## config.mk

```make
export PLATFORM = sky130hd
export DESIGN_NAME = aes_sched_flat
export DESIGN_NICKNAME = d
export VERILOG_FILES = /design/src/rtl/aes_sched_pkg.sv /design/src/rtl/aes_sched_if.sv /design/src/rtl/sched_rr_arb.sv /design/src/rtl/aes_sched.sv /design/src/flat_wrapper.sv
export SDC_FILE = /design/constraint.sdc
export NUM_CORES = 2
export LEC_CHECK = 0
export ABC_CLOCK_PERIOD_IN_PS = 4380
export BUFFER_PORTS_ARGS = -buffer_cell sky130_fd_sc_hd__buf_4
export CAP_MARGIN = 0
export CORE_MARGIN = 1
export CORE_UTILIZATION = 45
export CTS_CLUSTER_SIZE = 40
export DETAILED_ROUTE_END_ITERATION = 16
export PLACE_DENSITY_LB_ADDON = 0.05
export SLEW_MARGIN = 20
export SYNTH_ARGS = -nofsm -noshare
export SYNTH_HDL_FRONTEND = slang
export SYNTH_SLANG_ARGS = --single-unit
```

## constraint.sdc

```tcl
create_clock -name clk -period 4.38 [get_ports clk]
set_input_delay 0.219 -clock clk [delete_from_list [all_inputs] [get_ports clk]]
set_output_delay 0.219 -clock clk [all_outputs]
set_load 0.02 [all_outputs]
```

## src/rtl/aes_sched_pkg.sv

```systemverilog
// Shared types and defaults for the AES block scheduler.
// Holds the FSM state encoding and the default pipeline latency.
package aes_sched_pkg;

    localparam int NR_AES = 10;

    typedef enum logic [1:0] {
        ST_IDLE  = 2'd0,
        ST_RUN   = 2'd1,
        ST_DRAIN = 2'd2
    } state_t;

endpackage

```

## src/rtl/aes_sched_if.sv

```systemverilog
// Request, AES-pipeline and response signals of the scheduler.
// The slave side is the scheduler; the master side is its environment.
interface aes_sched_if #(
    parameter int N   = 128,
    parameter int R   = 4,
    parameter int IDW = (R > 1) ? $clog2(R) : 1
);
    logic [R-1:0]   req_valid;
    logic [R*N-1:0] req_data;
    logic [R-1:0]   req_ready;
    logic           pipe_in_valid;
    logic [N-1:0]   pipe_in_data;
    logic [N-1:0]   pipe_out_data;
    logic           rsp_valid;
    logic           rsp_ready;
    logic [N-1:0]   rsp_data;
    logic [IDW-1:0] rsp_id;

    modport master (
        output req_valid, req_data, pipe_out_data, rsp_ready,
        input  req_ready, pipe_in_valid, pipe_in_data, rsp_valid, rsp_data, rsp_id
    );

    modport slave (
        input  req_valid, req_data, pipe_out_data, rsp_ready,
        output req_ready, pipe_in_valid, pipe_in_data, rsp_valid, rsp_data, rsp_id
    );
endinterface

```

## src/rtl/sched_rr_arb.sv

```systemverilog
// Round-robin one-hot grant: lowest requesting index at or above ptr, wrapping.
// ptr must be below R.
module sched_rr_arb #(
    parameter int R   = 4,
    parameter int IDW = 2
) (
    input  logic [R-1:0]   req,
    input  logic [IDW-1:0] ptr,
    output logic [R-1:0]   grant
);
    logic [R-1:0] rot;
    logic [R-1:0] first;

    // Rotate so ptr sits at bit 0, isolate lowest set bit, rotate back.
    always_comb begin
        rot   = R'({req, req} >> ptr);
        first = rot & (~rot + R'(1));
        grant = R'(({first, first} << ptr) >> R);
    end

endmodule

```

## src/rtl/aes_sched.sv

```systemverilog
// Schedules R requesters onto one shared fixed-latency AES pipeline with an in-order,
// credit-protected response buffer. Optional stall counter: AES_SCHED_STALL_CNT_EN.
module aes_sched
    import aes_sched_pkg::*;
#(
    parameter  int N   = 128,
    parameter  int S   = NR_AES,
    parameter  int R   = 4,
    parameter  int D   = S + 2,
    localparam int IDW = (R > 1) ? $clog2(R) : 1
) (
    input  logic        clk,
    input  logic        rst,
    input  logic        en,
    input  logic        flush,
    output logic        busy,
    output logic        flush_done,
`ifdef AES_SCHED_STALL_CNT_EN
    output logic [31:0] stall_cnt,
`endif
    aes_sched_if.slave  bus
);
    // state  | meaning
    // IDLE   | nothing accepted, waiting for en
    // RUN    | accepting requests while credit remains
    // DRAIN  | no accepts; waiting for every credit to come home

    localparam int CW = $clog2(D + 1);
    localparam int PW = $clog2(D);
    localparam logic [CW-1:0] CRED_MAX = CW'(D);

    state_t         state;
    logic [CW-1:0]  credit;
    logic [IDW-1:0] ptr;
    logic [R-1:0]   grant;
    logic [IDW-1:0] gnt_idx;
    logic [N-1:0]   acc_data;
    logic           can_acc;
    logic           accept;
    logic           pop;
    logic           wr;

    logic [IDW-1:0] in_id;
    logic [S-1:0]   sh_v;
    logic [IDW-1:0] sh_id [S];

    logic [N-1:0]   buf_data [D];
    logic [IDW-1:0] buf_id   [D];
    logic [PW-1:0]  wptr;
    logic [PW-1:0]  rptr;
    logic [CW-1:0]  count;

    function automatic logic [PW-1:0] ptr_inc(input logic [PW-1:0] p);
        return (p == PW'(D - 1)) ? '0 : p + PW'(1);
    endfunction

    sched_rr_arb #(.R(R), .IDW(IDW)) u_arb (
        .req   (bus.req_valid),
        .ptr   (ptr),
        .grant (grant)
    );

    always_comb begin
        gnt_idx  = '0;
        acc_data = '0;
        for (int i = 0; i < R; i++) begin
            if (grant[i]) begin
                gnt_idx  = IDW'(i);
                acc_data = bus.req_data[i*N +: N];
            end
        end
    end

    assign can_acc       = (state == ST_RUN) && (credit != '0);
    assign accept        = can_acc && (|grant);
    assign bus.req_ready = can_acc ? grant : '0;
    assign pop           = bus.rsp_valid && bus.rsp_ready;
    assign wr            = sh_v[S-1];
    assign bus.rsp_valid = (count != '0);
    assign bus.rsp_data  = bus.rsp_valid ? buf_data[rptr] : '0;
    assign bus.rsp_id    = bus.rsp_valid ? buf_id[rptr] : '0;
    assign busy          = (state != ST_IDLE);
    assign flush_done    = (state == ST_DRAIN) && (credit == CRED_MAX);

    // Credit counts free slots across the pipeline and the response buffer.
    always_ff @(posedge clk) begin
        if (rst) begin
            state  <= ST_IDLE;
            credit <= CRED_MAX;
            ptr    <= '0;
        end else begin
            case (state)
                ST_IDLE:  if (en) state <= ST_RUN;
                ST_RUN:   if (flush || !en) state <= ST_DRAIN;
                ST_DRAIN: if (credit == CRED_MAX) state <= ST_IDLE;
                default:  state <= ST_IDLE;
            endcase
            if (accept && !pop)
                credit <= credit - CW'(1);
            else if (pop && !accept)
                credit <= credit + CW'(1);
            if (accept)
                ptr <= (gnt_idx == IDW'(R - 1)) ? '0 : gnt_idx + IDW'(1);
        end
    end

    always_ff @(posedge clk) begin
        if (rst) begin
            bus.pipe_in_valid <= 1'b0;
            bus.pipe_in_data  <= '0;
            in_id             <= '0;
            sh_v              <= '0;
            wptr              <= '0;
            rptr              <= '0;
            count             <= '0;
        end else begin
            bus.pipe_in_valid <= accept;
            bus.pipe_in_data  <= accept ? acc_data : '0;
            in_id             <= gnt_idx;
            sh_v[0]           <= bus.pipe_in_valid;
            sh_id[0]          <= in_id;
            for (int k = 1; k < S; k++) begin
                sh_v[k]  <= sh_v[k-1];
                sh_id[k] <= sh_id[k-1];
            end
            if (wr) begin
                buf_data[wptr] <= bus.pipe_out_data;
                buf_id[wptr]   <= sh_id[S-1];
                wptr           <= ptr_inc(wptr);
            end
            if (pop)
                rptr <= ptr_inc(rptr);
            if (wr && !pop)
                count <= count + CW'(1);
            else if (pop && !wr)
                count <= count - CW'(1);
        end
    end

`ifdef AES_SCHED_STALL_CNT_EN
    always_ff @(posedge clk) begin
        if (rst)
            stall_cnt <= '0;
        else if ((state == ST_RUN) && (|bus.req_valid) && (credit == '0) && (stall_cnt != '1))
            stall_cnt <= stall_cnt + 32'd1;
    end
`endif

endmodule

```

## src/flat_wrapper.sv

```systemverilog
// flat-port wrapper written by rule: the top's interface ports become plain ports
module aes_sched_flat import aes_sched_pkg::*;
#(
    parameter  int N   = 128,
    parameter  int S   = NR_AES,
    parameter  int R   = 4,
    parameter  int D   = S + 2,
    localparam int IDW = (R > 1) ? $clog2(R) : 1
)
  (clk, rst, en, flush, busy, flush_done, bus_req_valid, bus_req_data, bus_pipe_out_data, bus_rsp_ready, bus_req_ready, bus_pipe_in_valid, bus_pipe_in_data, bus_rsp_valid, bus_rsp_data, bus_rsp_id);
  aes_sched_if #(.N(N), .R(R)) bus_i ();
  input  logic clk;
  input  logic rst;
  input  logic en;
  input  logic flush;
  output logic busy;
  output logic flush_done;
  input wire logic [$bits(bus_i.req_valid)-1:0] bus_req_valid;
  input wire logic [$bits(bus_i.req_data)-1:0] bus_req_data;
  input wire logic [$bits(bus_i.pipe_out_data)-1:0] bus_pipe_out_data;
  input wire logic [$bits(bus_i.rsp_ready)-1:0] bus_rsp_ready;
  output wire logic [$bits(bus_i.req_ready)-1:0] bus_req_ready;
  output wire logic [$bits(bus_i.pipe_in_valid)-1:0] bus_pipe_in_valid;
  output wire logic [$bits(bus_i.pipe_in_data)-1:0] bus_pipe_in_data;
  output wire logic [$bits(bus_i.rsp_valid)-1:0] bus_rsp_valid;
  output wire logic [$bits(bus_i.rsp_data)-1:0] bus_rsp_data;
  output wire logic [$bits(bus_i.rsp_id)-1:0] bus_rsp_id;
  assign bus_i.req_valid = bus_req_valid;
  assign bus_i.req_data = bus_req_data;
  assign bus_i.pipe_out_data = bus_pipe_out_data;
  assign bus_i.rsp_ready = bus_rsp_ready;
  assign bus_req_ready = bus_i.req_ready;
  assign bus_pipe_in_valid = bus_i.pipe_in_valid;
  assign bus_pipe_in_data = bus_i.pipe_in_data;
  assign bus_rsp_valid = bus_i.rsp_valid;
  assign bus_rsp_data = bus_i.rsp_data;
  assign bus_rsp_id = bus_i.rsp_id;
  aes_sched #(.N(N), .S(S), .R(R), .D(D)) u_core (.clk(clk), .rst(rst), .en(en), .flush(flush), .busy(busy), .flush_done(flush_done), .bus(bus_i));
endmodule
```

==> flow_metrics.tcl <==
set metrics [dict create \
    finalSetupTns_ns 0 \
    synth_compound_area_share_pct 4.27 \
    cts_made_buffers 175 \
    first_pass_iters 11 \
    synth_top_family_by_area "multiplexers" \
    synth_xor_area_share_pct 0.0782 \
    cpPeakStageDelay_ns 0.69 \
    start_kind "register" \
    gp_congestion 1.19 \
    drt-total-wl_um 259000 \
    p_total_mw 45.3 \
    crit_slowest_cell "dfxtp_4" \
    yosys_most_used_dff "edfxtp_1" \
    cts_buffer_depth 3 \
    hpwl_um 182000 \
    required_ns 4.16 \
    cp_max_fo 41 \
    rsz0062_at_grt "no" \
    clk_latency_ns 0.82 \
    ys_types 48 \
    final_cell_count_no_fill 6977 \
    drc_errors 0 \
    final_nets 5499 \
    grt_max_degree 105 \
    htree_levels 4 \
    crit_type "reg2out" \
    period_share_pct 87.6 \
    yosysSeqAreaShare_pct 75.5 \
    antenna_found_initial 112 \
    hold_viol 0 \
    slew_headroom_pct 10.1 \
    setup_viol 0 \
    worstPathCellList "buf_12 -> buf_4 -> mux4_2 -> mux2i_1 -> nor2_1 -> a21oi_1 -> nor2_1 -> buf_4" \
    worst-path-buf-inv 3 \
    drive_gt1_share_pct 34.1 \
    clkTransAtPathRegs_ns 0.06 \
    ant_nets 0 \
    start_util_pct 45.4 \
    synth_edf_count 1580 \
    die_w_um 388 \
    syn-cell-area_sq_um 67200 \
    fp.dieH_um 388 \
    track_usage_pct 34.2 \
    status "finished, final reports clean" \
    cp.arrival_ns 3.62 \
    syn_nets 4082 \
    synth-adder-area-share_pct 0.253 \
    via_per_inst 5.94 \
    ir_worst_vdd_mv 0.439 \
    grt_overflow 0 \
    ys_warn_count 0 \
    ios 915 \
    fmax_mhz 261 \
    path_delay_family "buffers and inverters" \
    wl_per_cell_um 37.1 \
    finalClockSkew_ns 0.0650 \
    pwr_density_cell_nw_per_um2 521 \
    synth_mux_area_share_pct 15.1 \
    first_global_vias 41400 \
    cts_tree "done" \
    dp_cells 6160 \
    clock-root-buffer "clkbuf_16" \
    maxCapViolCount 0 \
    area_growth_syn_to_layout_pct 29.4 \
    drtIter0Drc 5387 \
    core_area_sq_um 148000 \
    fin_crit_ns 3.84 \
    io_buffers 914 \
    p_leak_nw 29.8 \
    std_cell_rows 141 \
    worst_pin_slew_ns 1.35 \
    vias 41400 \
    end_kind "output port" \
    netlist_instances 3420 \
    synth_simple_gate_area_share_pct 2.84 \
    finalMaxSlewViolations 0 \
    hold_path.class "in2reg" \
    async_flop_share_pct 0 \
    final_core_util_pct 58.8 \
    ys_seq_elements 1745 \
    syn_area_per_cell_sq_um 19.7 \
    cts_num_sinks 1745 \
    hold_slack_ns 0.0999 \
    grt_pass1_wl_um 348000 \
    die_area_sq_um 151000 \
]
[power breakdown]
part           internal [mW]  switching, mW  total [mW]
sequential              18.2          0.185        18.4
combinational           5.11           6.75        11.9
clock                   8.58           6.48        15.1
[state kept, by name, indices dropped and copies added, names as in the netlist, named ones only]
| signal | count |
|---|---|
| u_core.sh_id | 20 |
| u_core.state | 2 |
| u_core.bus.pipe_in_data | 128 |
| u_core.buf_data | 1536 |
| u_core.buf_id | 24 |
| u_core.count | 4 |
| u_core.sh_v | 10 |
| u_core.ptr | 2 |
| u_core.credit | 4 |
| u_core.wptr | 4 |
| u_core.bus.pipe_in_valid | 1 |
| u_core.in_id | 2 |
| u_core.rptr | 4 |
[cell type report]
cell class / instances / area [sq um]
timing repair buffer: 1462 / 12600
fill: 10800 / 61000
multi-input combinational: 1443 / 15200
clock buffer: 223 / 4650
sequential: 1745 / 50800
tap: 1930 / 2410
inverter: 10 / 37.5
clock inverter: 91 / 1130
antenna: 73 / 183
[path summary, 6_finish.rpt]
check / start / endpoint / slack, ns / cells after the start
worst max-delay path: register / bus_rsp_data[21] / 0.54 / 8
worst min register to register: u_core.in_id[1]$_SDFF_PP0_ / u_core.sh_id[0][1]$_DFFE_PN_ / 0.41 / 0
worst max register to register: u_core.ptr[1]$_SDFFE_PP0N_ / u_core.bus.pipe_in_data[18]$_SDFF_PP0_ / 0.69 / 9
worst min-delay path: bus_req_data[43] / u_core.bus.pipe_in_data[43]$_SDFF_PP0_ / 0.1 / 4
[metrics by stage]
step	setup slack, ns	cell area, sq um
3_5_place_dp	1.35	76700
5_1_grt	0.303	86900
3_3_place_gp	1.37	76700
2_1_floorplan	1.13	67200
6_report	0.545	87000
4_1_cts	0.472	86800
[layer usage]
layer,track usage [%],vias up,wire length (um)
li1,-,17000,-
met1,45.2,21600,98900
met2,52.1,2400,120000
met3,10.9,450,27200
met4,14.8,40,12100
met5,0,-,241
[synth_stat cells, types with 2 or more instances]
master       n  area share [%]
a21oi_1    274             2.0
ha_1        12            0.22
o21ai_0     14            0.10
nand4b_1     2           0.026
nor3b_1      3           0.034
mux4_2     390              13
mux2i_1    134             2.0
clkbuf_1    89            0.50
buf_1       21            0.12
edfxtp_1  1580              71
xor2_1       4           0.052
nor3_1       2           0.015
nor2b_1     13            0.12
o22ai_1      2           0.019
dfxtp_1    165             4.9
nand2_1    136            0.76
nand3b_1     2           0.022
buf_6       51            0.85
inv_1       10           0.056
a222oi_1   128             1.9
nor2_1     277             1.5
or2_2        2           0.019
xnor2_1      2           0.026
buf_2       59            0.44
nand3_1      7           0.052
and2_1      15            0.14
or3_1        5           0.047
[repair_timing]
item | in CTS | in global routing
setup endpoints to repair | 0 | 0
hold buffers | 428 | 0
hold endpoints to repair | 1689 | 0
gates resized for setup | 0 | 0
setup buffers | 0 | 0
[cell usage in the layout, fill, tap and decap left out, drive strengths merged, types with 3 or more instances in the layout]
cell type / Yosys / layout
a21oi: 274 / 274
a222oi: 128 / 128
and2: 15 / 15
buf: 132 / 1033
bufinv: 0 / 17
clkbuf: 90 / 224
clkinv: 0 / 61
clkinvlp: 0 / 6
dfxtp: 165 / 165
diode: 0 / 73
dlygate4sd3: 0 / 428
edfxtp: 1580 / 1580
ha: 12 / 12
inv: 10 / 17
mux2i: 134 / 134
mux4: 390 / 390
nand2: 136 / 136
nand3: 7 / 7
nor2: 277 / 277
nor2b: 13 / 13
nor3b: 3 / 3
o21ai: 14 / 14
or3: 5 / 5
xor2: 4 / 4
[logic make-up after synthesis]
logic type / count (synthesis)
xor gates and xnor gates: 6
muxes: 524
AOI/OAI and AO/OA: 431
buffers and inverters: 232
and+or+nand+nor: 469
adders and majority gates: 13
DFF: 1745
[worst min-delay path, delay by kind of cell]
family          cells  cell delay, ns
compound gates      2            0.29
buf+inv             2            0.32
No activity file was read; power rests on OpenSTA's default activity.
